**config.mk**
```make
export PLATFORM = sky130hd
export DESIGN_NAME = booth_seq_multiplier
export DESIGN_NICKNAME = d
export VERILOG_FILES = /design/src/rtl/booth_seq_multiplier.sv
export SDC_FILE = /design/constraint.sdc
export NUM_CORES = 1
export LEC_CHECK = 0
export ABC_CLOCK_PERIOD_IN_PS = 17400
export CAP_MARGIN = 20
export CORE_ASPECT_RATIO = 0.9
export CORE_MARGIN = 2
export CORE_UTILIZATION = 55
export CTS_BUF_LIST = sky130_fd_sc_hd__clkbuf_4
export CTS_CLUSTER_DIAMETER = 30
export CTS_CLUSTER_SIZE = 25
export DETAILED_ROUTE_END_ITERATION = 10
export PLACE_DENSITY = 0.74
export SKIP_CTS_REPAIR_TIMING = 1
export SYNTH_ARGS = -nofsm -noshare
export SYNTH_HDL_FRONTEND = slang
export SYNTH_SLANG_ARGS = --single-unit
```
**constraint.sdc**
```tcl
create_clock -name clk -period 17.4 [get_ports clk]
set_clock_uncertainty 0.1 [all_clocks]
set_input_delay 2.61 -clock clk [delete_from_list [all_inputs] [get_ports clk]]
set_output_delay 2.61 -clock clk [all_outputs]
set_load 0.01 [all_outputs]
```
**src/rtl/booth_seq_multiplier.sv**
```systemverilog
// rtl/booth_seq_multiplier.sv - iterative radix-2^RADIX_LOG2 Booth multiplier, one digit per cycle
module booth_seq_multiplier #(
    parameter int WIDTH      = 32,
    parameter int RADIX_LOG2 = 4,
    parameter int SIGNED     = 1
) (
    input  logic                 clk,
    input  logic                 rst_n,
    input  logic                 in_valid,
    output logic                 in_ready,
    input  logic [WIDTH-1:0]     a,
    input  logic [WIDTH-1:0]     b,
    output logic                 out_valid,
    input  logic                 out_ready,
    output logic [2*WIDTH-1:0]   product,
    output logic                 busy
);
    localparam int R    = RADIX_LOG2;
    localparam int NDIG = (WIDTH + ((SIGNED != 0) ? 0 : 1) + R - 1) / R;
    localparam int BW   = NDIG * R;
    localparam int AW   = 2 * WIDTH + R + 1;
    localparam int CW   = $clog2(NDIG + 1);

    typedef enum logic [1:0] {S_IDLE, S_RUN, S_DONE} state_t;

    state_t             r_state;
    state_t             w_next;
    logic [AW-1:0]      r_a;
    logic [BW:0]        r_b;
    logic [AW-1:0]      r_acc;
    logic [CW-1:0]      r_count;
    logic [2*WIDTH-1:0] r_product;

    logic               w_accept;
    logic               w_last;
    logic [AW-1:0]      w_a_ext;
    logic [BW-1:0]      w_b_ext;
    logic [R:0]         w_digit;
    logic [R:0]         w_mag;
    logic [AW-1:0]      w_pp;
    logic [AW-1:0]      w_term;
    logic [AW-1:0]      w_sum;

    assign w_accept = in_valid && in_ready;
    assign w_last   = (r_state == S_RUN) && (r_count == CW'(NDIG - 1));
    assign product  = r_product;

    always_ff @(posedge clk or negedge rst_n) begin
        if (!rst_n) begin
            r_state <= S_IDLE;
        end else begin
            r_state <= w_next;
        end
    end

    always_comb begin
        w_next = r_state;
        case (r_state)
            S_IDLE:  if (in_valid)  w_next = S_RUN;
            S_RUN:   if (w_last)    w_next = S_DONE;
            S_DONE:  if (out_ready) w_next = S_IDLE;
            default:                w_next = S_IDLE;
        endcase
    end

    always_comb begin
        in_ready  = (r_state == S_IDLE);
        busy      = (r_state == S_RUN) || (r_state == S_DONE);
        out_valid = (r_state == S_DONE);
    end

    always_comb begin
        w_a_ext = {AW{(SIGNED != 0) && a[WIDTH-1]}};
        w_a_ext[WIDTH-1:0] = a;
        w_b_ext = {BW{(SIGNED != 0) && b[WIDTH-1]}};
        w_b_ext[WIDTH-1:0] = b;
    end

    // r_b[R:0] is always the current overlapping window; r_b[0] is the bit below it.
    always_comb begin
        w_digit = {r_b[R], r_b[R:1]} + {{R{1'b0}}, r_b[0]};
        w_mag   = w_digit[R] ? (~w_digit + (R+1)'(1)) : w_digit;
        w_pp    = '0;
        for (int j = 0; j <= R; j++) begin
            if (w_mag[j]) w_pp = w_pp + (r_a << j);
        end
        w_term  = w_digit[R] ? (~w_pp + AW'(1)) : w_pp;
        w_sum   = r_acc + w_term;
    end

    // r_a is pre-shifted by the window position so each digit adds without a barrel shifter.
    always_ff @(posedge clk or negedge rst_n) begin
        if (!rst_n) begin
            r_a       <= '0;
            r_b       <= '0;
            r_acc     <= '0;
            r_count   <= '0;
            r_product <= '0;
        end else if (w_accept) begin
            r_a     <= w_a_ext;
            r_b     <= {w_b_ext, 1'b0};
            r_acc   <= '0;
            r_count <= '0;
        end else if (r_state == S_RUN) begin
            r_acc   <= w_sum;
            r_a     <= r_a << R;
            r_b     <= {{R{r_b[BW]}}, r_b[BW:R]};
            r_count <= r_count + CW'(1);
            if (w_last) r_product <= w_sum[2*WIDTH-1:0];
        end
    end
endmodule
```
# After elaboration in Yosys (flattened, before gate mapping)
# Cells that the tools add are included.
# classes
addsub,9
n_eq_ne,6
mux,19
bitwise,3
reduce_logical,7
# op_table
op,n
69-bit 2-to-1 mux,10
69-bit adder,5
69-bit by 1-bit adder with 69-bit output (second input constant),1
69-bit inverter,1
33-bit 2-to-1 mux,1
32-bit 2-to-1 mux,1
4-bit 2-to-1 mux,2
2-bit 2-to-1 mux,3
2-bit case mux with 3 select lines,1
3-bit AND reduction,2
4-bit by 2-bit adder with 5-bit output,1
5-bit by 1-bit adder with 5-bit output (second input constant),1
5-bit 2-to-1 mux,1
5-bit inverter,1
4-bit by 1-bit adder with 4-bit output (second input constant),1
4-bit by 3-bit equality test with 1-bit output (second input constant),1
2-bit != test (second input constant),2
2-bit by 1-bit equality test with 1-bit output (second input constant),1
2-bit equality test (second input constant),1
1-bit logical AND,2
2-bit zero test,1
2-bit by 1-bit != test with 1-bit output (second input constant),1
2-bit nonzero test,1
1-bit logical OR,1
1-bit inverter,1
# word_totals
regBits,241
output_inout_bits,67

# Logic depth before layout (Yosys ltp)
# Gate-level depths: netlist (run 1).
# depth
word_depth,19
mapped_depth,65

# Least setup slack after synthesis (run 1)
# OpenSTA, ideal clock, no wires.
# synth_path
path_kind,reg2reg
start,reg r_b[0]
end,reg r_acc[63]
setup_time_ps,78
arrival_ps,11990
required_time_ps,17222
path_slack_ps,5233
path_stages_with_launch,62
n_path_buf,9
period_less_slack_ps,12167
cell_sequence,dfrtp_1 ha_1 buf_6 buf_2 clkbuf_1 clkbuf_1 clkbuf_1 clkbuf_1 clkbuf_1 clkbuf_1 and2_1 ha_1 a21oi_1 o221ai_1 inv_1 nor2_1 a211oi_1 o41ai_1 (+26 left out) nor4_4 nor2_1 xor2_1 ha_1 a21o_1 a21o_1 a21o_1 a21o_1 a21oi_1 o21ai_0 nand2_1 o21ai_0 a211o_1 a221oi_1 xnor2_1 xnor2_1 xnor3_1 a21oi_1
# synth_via
elab_chain_len,19
# synth_rtl
element,line,text
from (decl),29,logic [BW:0] r_b;
from (signal assigned),101,"r_b <= {w_b_ext, 1'b0};"
from (signal assigned),107,"r_b <= {{R{r_b[BW]}}, r_b[BW:R]};"
4-bit by 2-bit adder with 5-bit output *,81,"w_digit = {r_b[R], r_b[R:1]} + {{R{1'b0}}, r_b[0]};"
5-bit inverter,82,w_mag = w_digit[R] ? (~w_digit + (R+1)'(1)) : w_digit;
5-bit by 1-bit adder with 5-bit output,82,
5-bit 2-to-1 mux,82,
69-bit 2-to-1 mux,85,if (w_mag[j]) w_pp = w_pp + (r_a << j);
69-bit adder,85,
69-bit 2-to-1 mux,85,
69-bit adder,85,
(+3 left out),n/a,
69-bit adder,85,
69-bit 2-to-1 mux,85,
69-bit inverter,87,w_term = w_digit[R] ? (~w_pp + AW'(1)) : w_pp;
69-bit by 1-bit adder with 69-bit output,87,
69-bit 2-to-1 mux *,87,
69-bit adder *,88,w_sum = r_acc + w_term;
69-bit 2-to-1 mux *,104,end else if (r_state == S_RUN) begin
69-bit 2-to-1 mux *,99,end else if (w_accept) begin
to (signal assigned),105,r_acc <= w_sum;
to (decl),30,logic [AW-1:0] r_acc;
# Mark *: on every way between the ends. The rest lies on a longest branch, timed or not. The select of a mux whose other input is x is not followed.
# A chain may end at the register's enable or synchronous reset.

# Worst setup path after layout (run 1)
# layout_path
start,reg r_b[1]
end,reg r_product[63] (netlist: product[63])
# layout_via
elab_chain_len,17
# layout_rtl
element,line,text
4-bit by 2-bit adder with 5-bit output *,81,
5-bit inverter,82,
5-bit by 1-bit adder with 5-bit output,82,
5-bit 2-to-1 mux,82,
69-bit 2-to-1 mux,85,
69-bit adder,85,
69-bit 2-to-1 mux,85,
69-bit adder,85,
69-bit 2-to-1 mux,85,
69-bit adder,85,
69-bit 2-to-1 mux,85,
69-bit adder,85,
69-bit 2-to-1 mux,85,
69-bit inverter,87,
69-bit by 1-bit adder with 69-bit output,87,
69-bit 2-to-1 mux *,87,
69-bit adder *,88,
to (signal assigned),109,if (w_last) r_product <= w_sum[2*WIDTH-1:0];
to (decl),32,logic [2*WIDTH-1:0] r_product;
# Mark *: on every way between the ends. The rest lies on a longest branch, timed or not.

==> metrics.txt, run 1 <==
FF+latch count, synth=231; setup violators final=0; DRC marker count from the first detailed-route iteration=3159; commonest non-fill, non-tap cells in the layout=sky130_fd_sc_hd__nand2_1 (472), sky130_fd_sc_hd__a21oi_1 (401), sky130_fd_sc_hd__nor2_1 (355); RSZ-0062 raised after global routing=no; Area Growth Syn to Fin=8.740%; wire length per cell after detailed routing=21.39 um; data arrival at the endpoint of the critical path=14.54 ns; Period minus WS final=13.89 ns; clock tree from TritonCTS=yes; Clock transition at path regs=0.10 ns; die height=220.8 um; maximum clock frequency=72.02 MHz; flop-to-flop setup slack=3.51 ns; Post-Syn Area=28730 um^2; last weighted congestion value of the routability-driven placer=1.007; share of final-layout standard cells stronger than drive strength 1=6.648%; Register Area=5781 um^2; Worst Tran Pin Value=1.136 ns; initial core utilization=55.58%; r2r startpoint=r_b[1]; crit-path max cell delay=0.60 ns; die width=244.9 um; first-pass GRT wire length=150800 um; area of the die=54080 um^2; Hold Violations, Final=0; total number of nets in the final design=4146; insertion delay to the later sink of the worst-skew pair=0.83 ns; Final TNS setup=0 ns; Total GRT Usage=35.08%; most common cell after layout, fill and taps aside=sky130_fd_sc_hd__nand2_1; CP Data Required Time=18.06 ns; number of fill cells in the layout=4823; Slew HR=22.65%; Placeable Area=51700 um^2; Crit-path slowest cell=sky130_fd_sc_hd__buf_4; end point of the critical path=product[63]; critical path class=register to register; GRT Residual Overflow=0; vias after detailed routing=29260; syn nets=4120; Most used DFF post-synth=sky130_fd_sc_hd__dfrtp_1; count of cell types in the netlist=107; Hold Path Depth=2; wire length after detailed routing=97430 um; fraction of the yosys area taken by sequential cells=20.12%; fraction of post-synthesis cell area in the top cell type by area=20.12%; detailed-routing iteration count for the pre-antenna-repair pass=6; initial antenna violation count=2; placed wire-length estimate=76460 um; largest cells by area after synthesis=sky130_fd_sc_hd__dfrtp_1 (20%), sky130_fd_sc_hd__ha_1 (11%), sky130_fd_sc_hd__a21oi_1 (7.0%); number of H-tree levels=2; worst hold path class=register to register; multi-input combinational cell area=21930 um^2; length in cells of the worst reg-to-reg path=51; Crit. Startpoint=r_b[1]; Final Cycle Share=79.80%; max cap viols=0; area leader, netlist=sky130_fd_sc_hd__dfrtp_1; via count of the first global-routing pass=26520; Startpoint Class=register; Buffers on Ports=134; # IOs=135; clock root buffer master=sky130_fd_sc_hd__clkbuf_4; Worst Path Max Fanout=71; YS warnings=0; RR Endpoint=product[63]; post-synthesis area per instance=7.572 um^2; outcome=finished clean; Sink Count=231; largest net degree at the start of global routing=114; antenna-violating nets left=0; Via density=6.424; number of synthesized flops with an enable pin=0; number of clock buffers inserted by TritonCTS=54; Residual DRC=0; final-report max-slew violation count=0; Max Buffers Root-to-Sink=3; ys async rst share=100.0%; Syn Inst Count=3794; critical path endpoint category=register; total number of placement rows=79
[synth_stat cells, drive strengths merged (12+ instances only)]
cell / number
clkbuf: 149
and3: 23
nor2: 359
nor4: 17
o31ai: 30
o21ai: 332
nand3: 62
nand2: 476
xor2: 99
or3: 22
a22oi: 13
a31oi: 37
a21o: 110
nand2b: 36
a211oi: 44
buf: 38
xnor2: 174
mux2: 71
nor2b: 23
a21oi: 402
a221o: 15
nor3: 58
a221oi: 12
o21a: 39
o221ai: 14
nand4: 64
or2: 14
ha: 254
and2: 67
inv: 89
a21boi: 14
dfrtp: 231
a211o: 12
mux2i: 166
o211ai: 37
o21bai: 23
[worst max-delay path: cells and delay by family, from the launching register on]
family | cells | cell delay [ns]
AOI/OAI and AO/OA | 19 | 5.49
xor gates and xnor gates | 7 | 1.35
adders and majority gates | 5 | 2.02
buffers and inverters | 2 | 0.73
DFF | 1 | 0.39
and+or+nand+nor | 18 | 3.67
[logic make-up (layout without fill, tap and decap cells)]
family | count (synthesis) | count (layout) | share of synthesized area (%)
AO/OA/AOI/OAI | 1255 | 1255 | 27.41
XOR/XNOR | 274 | 274 | 8.427
adder cells (fa/ha/maj) | 258 | 258 | 11.34
buffers and inverters | 276 | 348 | 3.754
flip-flops | 231 | 231 | 20.12
multiplexers | 237 | 237 | 8.636
other | 0 | 1 | 0
AND/OR/NAND/NOR | 1263 | 1263 | 20.31
[stage by stage]
stage | setup WS, ns | area, um^2 | instances | hold slack (ns) | utilization [%]
finish | 3.514 | 31240 | 4555 | 0.3914 | 60.43
global route | 2.673 | 31240 | 4555 | 0.4192 | 60.43
CTS | 3.885 | 31220 | 4553 | 0.3977 | 60.40
detailed placement | 3.890 | 30420 | 4451 | 0.3746 | 58.84
global placement | 3.967 | 30420 | 4451 | 0.3618 | 58.84
floorplan | 5.233 | 28730 | 3794 | 0.3838 | -
[routing by layer]
layer | global-route usage [%] | wire, um | up-vias
met1 | 53.68 | 45430 | 13650
met4 | 8.635 | 2342 | 2
met2 | 48.54 | 38040 | 1447
met3 | 8.793 | 11600 | 153
li1 | - | - | 14010
met5 | 0 | 13 | -
[worst min-delay path by stage]
stage | from | end | slack [ns]
2_1_floorplan | r_acc[20] | r_acc[20] | 0.38
3_3_place_gp | product[48] | product[48] | 0.36
3_5_place_dp | product[63] | product[63] | 0.37
4_1_cts | product[58] | product[58] | 0.40
5_1_grt | product[58] | product[58] | 0.42
6_report | product[58] | product[58] | 0.39
[flip-flops by register name, indices dropped and copies added, names as in the netlist]
signal and count:
r_a 64, r_acc 64, r_count 4, r_state 2
product 64, r_b 33
[final cells by class]
type / count / area share (%)
Antenna cell: 1 / 0.008010
Clock buffer: 60 / 1.442
Clock inverter: 42 / 1.145
Inverter: 89 / 1.069
Multi-Input combinational cell: 3287 / 70.19
Sequential cell: 231 / 18.50
Tap cell: 688 / 2.755
Timing Repair Buffer: 157 / 4.886
Power of run 1 is not shown: default switching activity piles up to over one toggle a cycle in this logic, so the estimate is an artifact.
==> inputs of run 2 (changes only) <==
--- a/config.mk
+++ b/config.mk
@@ -5,7 +5,7 @@
 export SDC_FILE = /design/constraint.sdc
 export NUM_CORES = 1
 export LEC_CHECK = 0
-export ABC_CLOCK_PERIOD_IN_PS = 17400
+export ABC_CLOCK_PERIOD_IN_PS = 11350
 export CAP_MARGIN = 20
 export CORE_ASPECT_RATIO = 0.9
 export CORE_MARGIN = 2
@@ -14,7 +14,7 @@
 export CTS_CLUSTER_DIAMETER = 30
 export CTS_CLUSTER_SIZE = 25
 export DETAILED_ROUTE_END_ITERATION = 10
-export PLACE_DENSITY = 0.74
+export PLACE_DENSITY = 0.77
 export SKIP_CTS_REPAIR_TIMING = 1
 export SYNTH_ARGS = -nofsm -noshare
 export SYNTH_HDL_FRONTEND = slang
==> constraint.sdc (replaced) <==
create_clock -name clk -period 11.35 [get_ports clk]
set_clock_uncertainty 0.1 [all_clocks]
set_input_delay 1.7025 -clock clk [delete_from_list [all_inputs] [get_ports clk]]
set_output_delay 1.7025 -clock clk [all_outputs]
set_load 0.01 [all_outputs]
==> run 2 against run 1 <==
  * Global-route usage rose by 3.3 points
  * Cell count rose by 14%
  * Sequential share of layout area fell by 3.1 points
  * Critical endpoint is now r_acc[63]
  * Highest routed layer unchanged
==> metrics.txt, run 2 (same netlist as run 1, synthesis figures left out) <==
outcome=finished clean (unchanged); Clock transition at path regs=0.12 ns (was 0.10 ns); DRC marker count from the first detailed-route iteration=3367 (was 3159); multi-input combinational cell area=23030 um^2 (was 21930 um^2); via count of the first global-routing pass=30200 (was 26520); Buffers on Ports=134 (unchanged); Hold Path Depth=2 (unchanged); most common cell after layout, fill and taps aside=sky130_fd_sc_hd__buf_4 (was sky130_fd_sc_hd__nand2_1); Period minus WS final=10.99 ns (was 13.89 ns); data arrival at the endpoint of the critical path=11.70 ns (was 14.54 ns); flop-to-flop setup slack=0.36 ns (was 3.51 ns); placed wire-length estimate=84220 um (was 76460 um); Placeable Area=51700 um^2 (unchanged); r2r startpoint=r_b[0] (was r_b[1]); total number of placement rows=79 (unchanged); area of the die=54080 um^2 (unchanged); Register Area=5781 um^2 (unchanged); terminating pin of the worst hold path=product[63] (was product[58]); clock tree from TritonCTS=yes (unchanged); dominant delay contributor by cell family on the critical path=compound AO/OA/AOI/OAI gates (unchanged); initial antenna violation count=4 (was 2); vias after detailed routing=32400 (was 29260); RR Endpoint=r_acc[63] (was product[63]); crit-path max cell delay=0.42 ns (was 0.60 ns); Max Buffers Root-to-Sink=3 (unchanged); CP Data Required Time=12.06 ns (was 18.06 ns); critical path endpoint category=register (unchanged); share of final-layout standard cells stronger than drive strength 1=24.45% (was 6.648%); number of clock buffers inserted by TritonCTS=55 (was 54); last weighted congestion value of the routability-driven placer=1.039 (was 1.007); hold path startpoint=product[63] (was product[58]); Worst Tran Pin Value=1.097 ns (was 1.136 ns); number of buffers and inverters on the critical path=9 (was 2); clock root buffer master=sky130_fd_sc_hd__clkbuf_4 (unchanged); GRT Residual Overflow=0 (unchanged); cell count after placement=5052 (was 4451); Finished Layout Cells=5206 (was 4555); wire length after detailed routing=108600 um (was 97430 um); Worst Path Max Fanout=16 (was 71); worst hold path class=register to register (unchanged); number of H-tree levels=2 (unchanged); Final Cycle Share=96.84% (was 79.80%); total number of nets in the final design=4797 (was 4146); Startpoint Class=register (unchanged); number of fill cells in the layout=4232 (was 4823); detailed-routing iteration count for the pre-antenna-repair pass=6 (unchanged); Total GRT Usage=38.38% (was 35.08%); Most Frequent Cell on Critical Path=sky130_fd_sc_hd__buf_4; antenna-violating nets left=0 (unchanged); Via density=6.223 (was 6.424); Residual DRC=0 (unchanged); maximum clock frequency=90.98 MHz (was 72.02 MHz); wire length per cell after detailed routing=20.86 um (was 21.39 um); die width=244.9 um (unchanged); initial core utilization=55.58% (unchanged); final-report max-slew violation count=0 (unchanged); max cap viols=0 (unchanged); first-pass GRT wire length=165500 um (was 150800 um); commonest non-fill, non-tap cells in the layout=sky130_fd_sc_hd__buf_4 (664), sky130_fd_sc_hd__nand2_1 (467), sky130_fd_sc_hd__a21oi_1 (356) (was sky130_fd_sc_hd__nand2_1 (472), sky130_fd_sc_hd__a21oi_1 (401), sky130_fd_sc_hd__nor2_1 (355)); largest net degree at the start of global routing=163 (was 114); Slew HR=26.84% (was 22.65%); Sink Count=231 (unchanged); die height=220.8 um (unchanged); setup violators final=0 (unchanged); Area Growth Syn to Fin=30.22% (was 8.740%); # IOs=135 (unchanged); insertion delay to the later sink of the worst-skew pair=0.85 ns (was 0.83 ns); length in cells of the worst reg-to-reg path=53 (was 51); critical path class=register to register (unchanged); Crit-path slowest cell=sky130_fd_sc_hd__dfrtp_1 (was sky130_fd_sc_hd__buf_4); Hold Violations, Final=0 (unchanged)
[run 2: cell types whose count changed in the layout (fill, tap and decap cells not counted), moves of 28 or more]
cell	change
sky130_fd_sc_hd__a21oi_1	-45
sky130_fd_sc_hd__a21oi_2	+45
sky130_fd_sc_hd__o21ai_0	-53
sky130_fd_sc_hd__o21ai_1	+43
sky130_fd_sc_hd__buf_4	+642
sky130_fd_sc_hd__ha_1	-28
[run 2: worst max-delay path by stage]
stage	end	from	cells past startpoint	slack [ns]
finish	r_acc[63]	r_b[0]	53	0.36
global route	r_acc[63]	r_b[0]	57	-0.10
CTS	product[62]	r_b[0]	48	-0.29
detailed placement	product[62]	r_b[0]	48	-0.23
global placement	r_acc[63]	r_b[1]	55	-0.004
floorplan	r_acc[63]	r_b[0]	60	0.02
[run 2: area by class of cell]
| cell class | instances | area share, % |
|---|---|---|
| diodes | 3 | 0.02007 |
| clock buffers | 57 | 1.144 |
| clock inverters | 44 | 1.338 |
| inverters | 89 | 0.8929 |
| multi-input cells | 3288 | 61.56 |
| flip-flops and latches | 231 | 15.45 |
| well taps | 688 | 2.301 |
| repair buffers | 806 | 17.29 |
[run 2: worst reg2reg max path, delay by kind of cell, from the launching register on]
family	cells	cell delay (ns)
compound gates	21	4.44
xor+xnor	7	1.32
fa+ha+maj	5	1.42
buf+inv	9	1.49
flops	1	0.42
simple gates	11	1.78
[run 2: routing by layer]
layer | up-vias | share of wire (%) | global-route usage (%)
met5 | - | 0.012 | 0
met4 | 2 | 3.1 | 10.82
met3 | 217 | 12 | 9.436
met2 | 1685 | 41 | 55.08
met1 | 15200 | 44 | 56.62
li1 | 15300 | - | -
[run 2: stage by stage]
stage	instance area (um^2)	util, %	setup TNS, ns	setup WS (ns)	hold slack [ns]
floorplan	28790	-	0	0.01902	0.3838
global placement	34990	67.69	-0.006229	-0.004432	0.3638
detailed placement	34990	67.69	-1.329	-0.2319	0.3700
CTS	35920	69.49	-1.670	-0.2859	0.4063
global route	37410	72.36	-0.6809	-0.1006	0.4311
finish	37410	72.37	0	0.3590	0.4098
Power of run 2 is left out for the same reason.
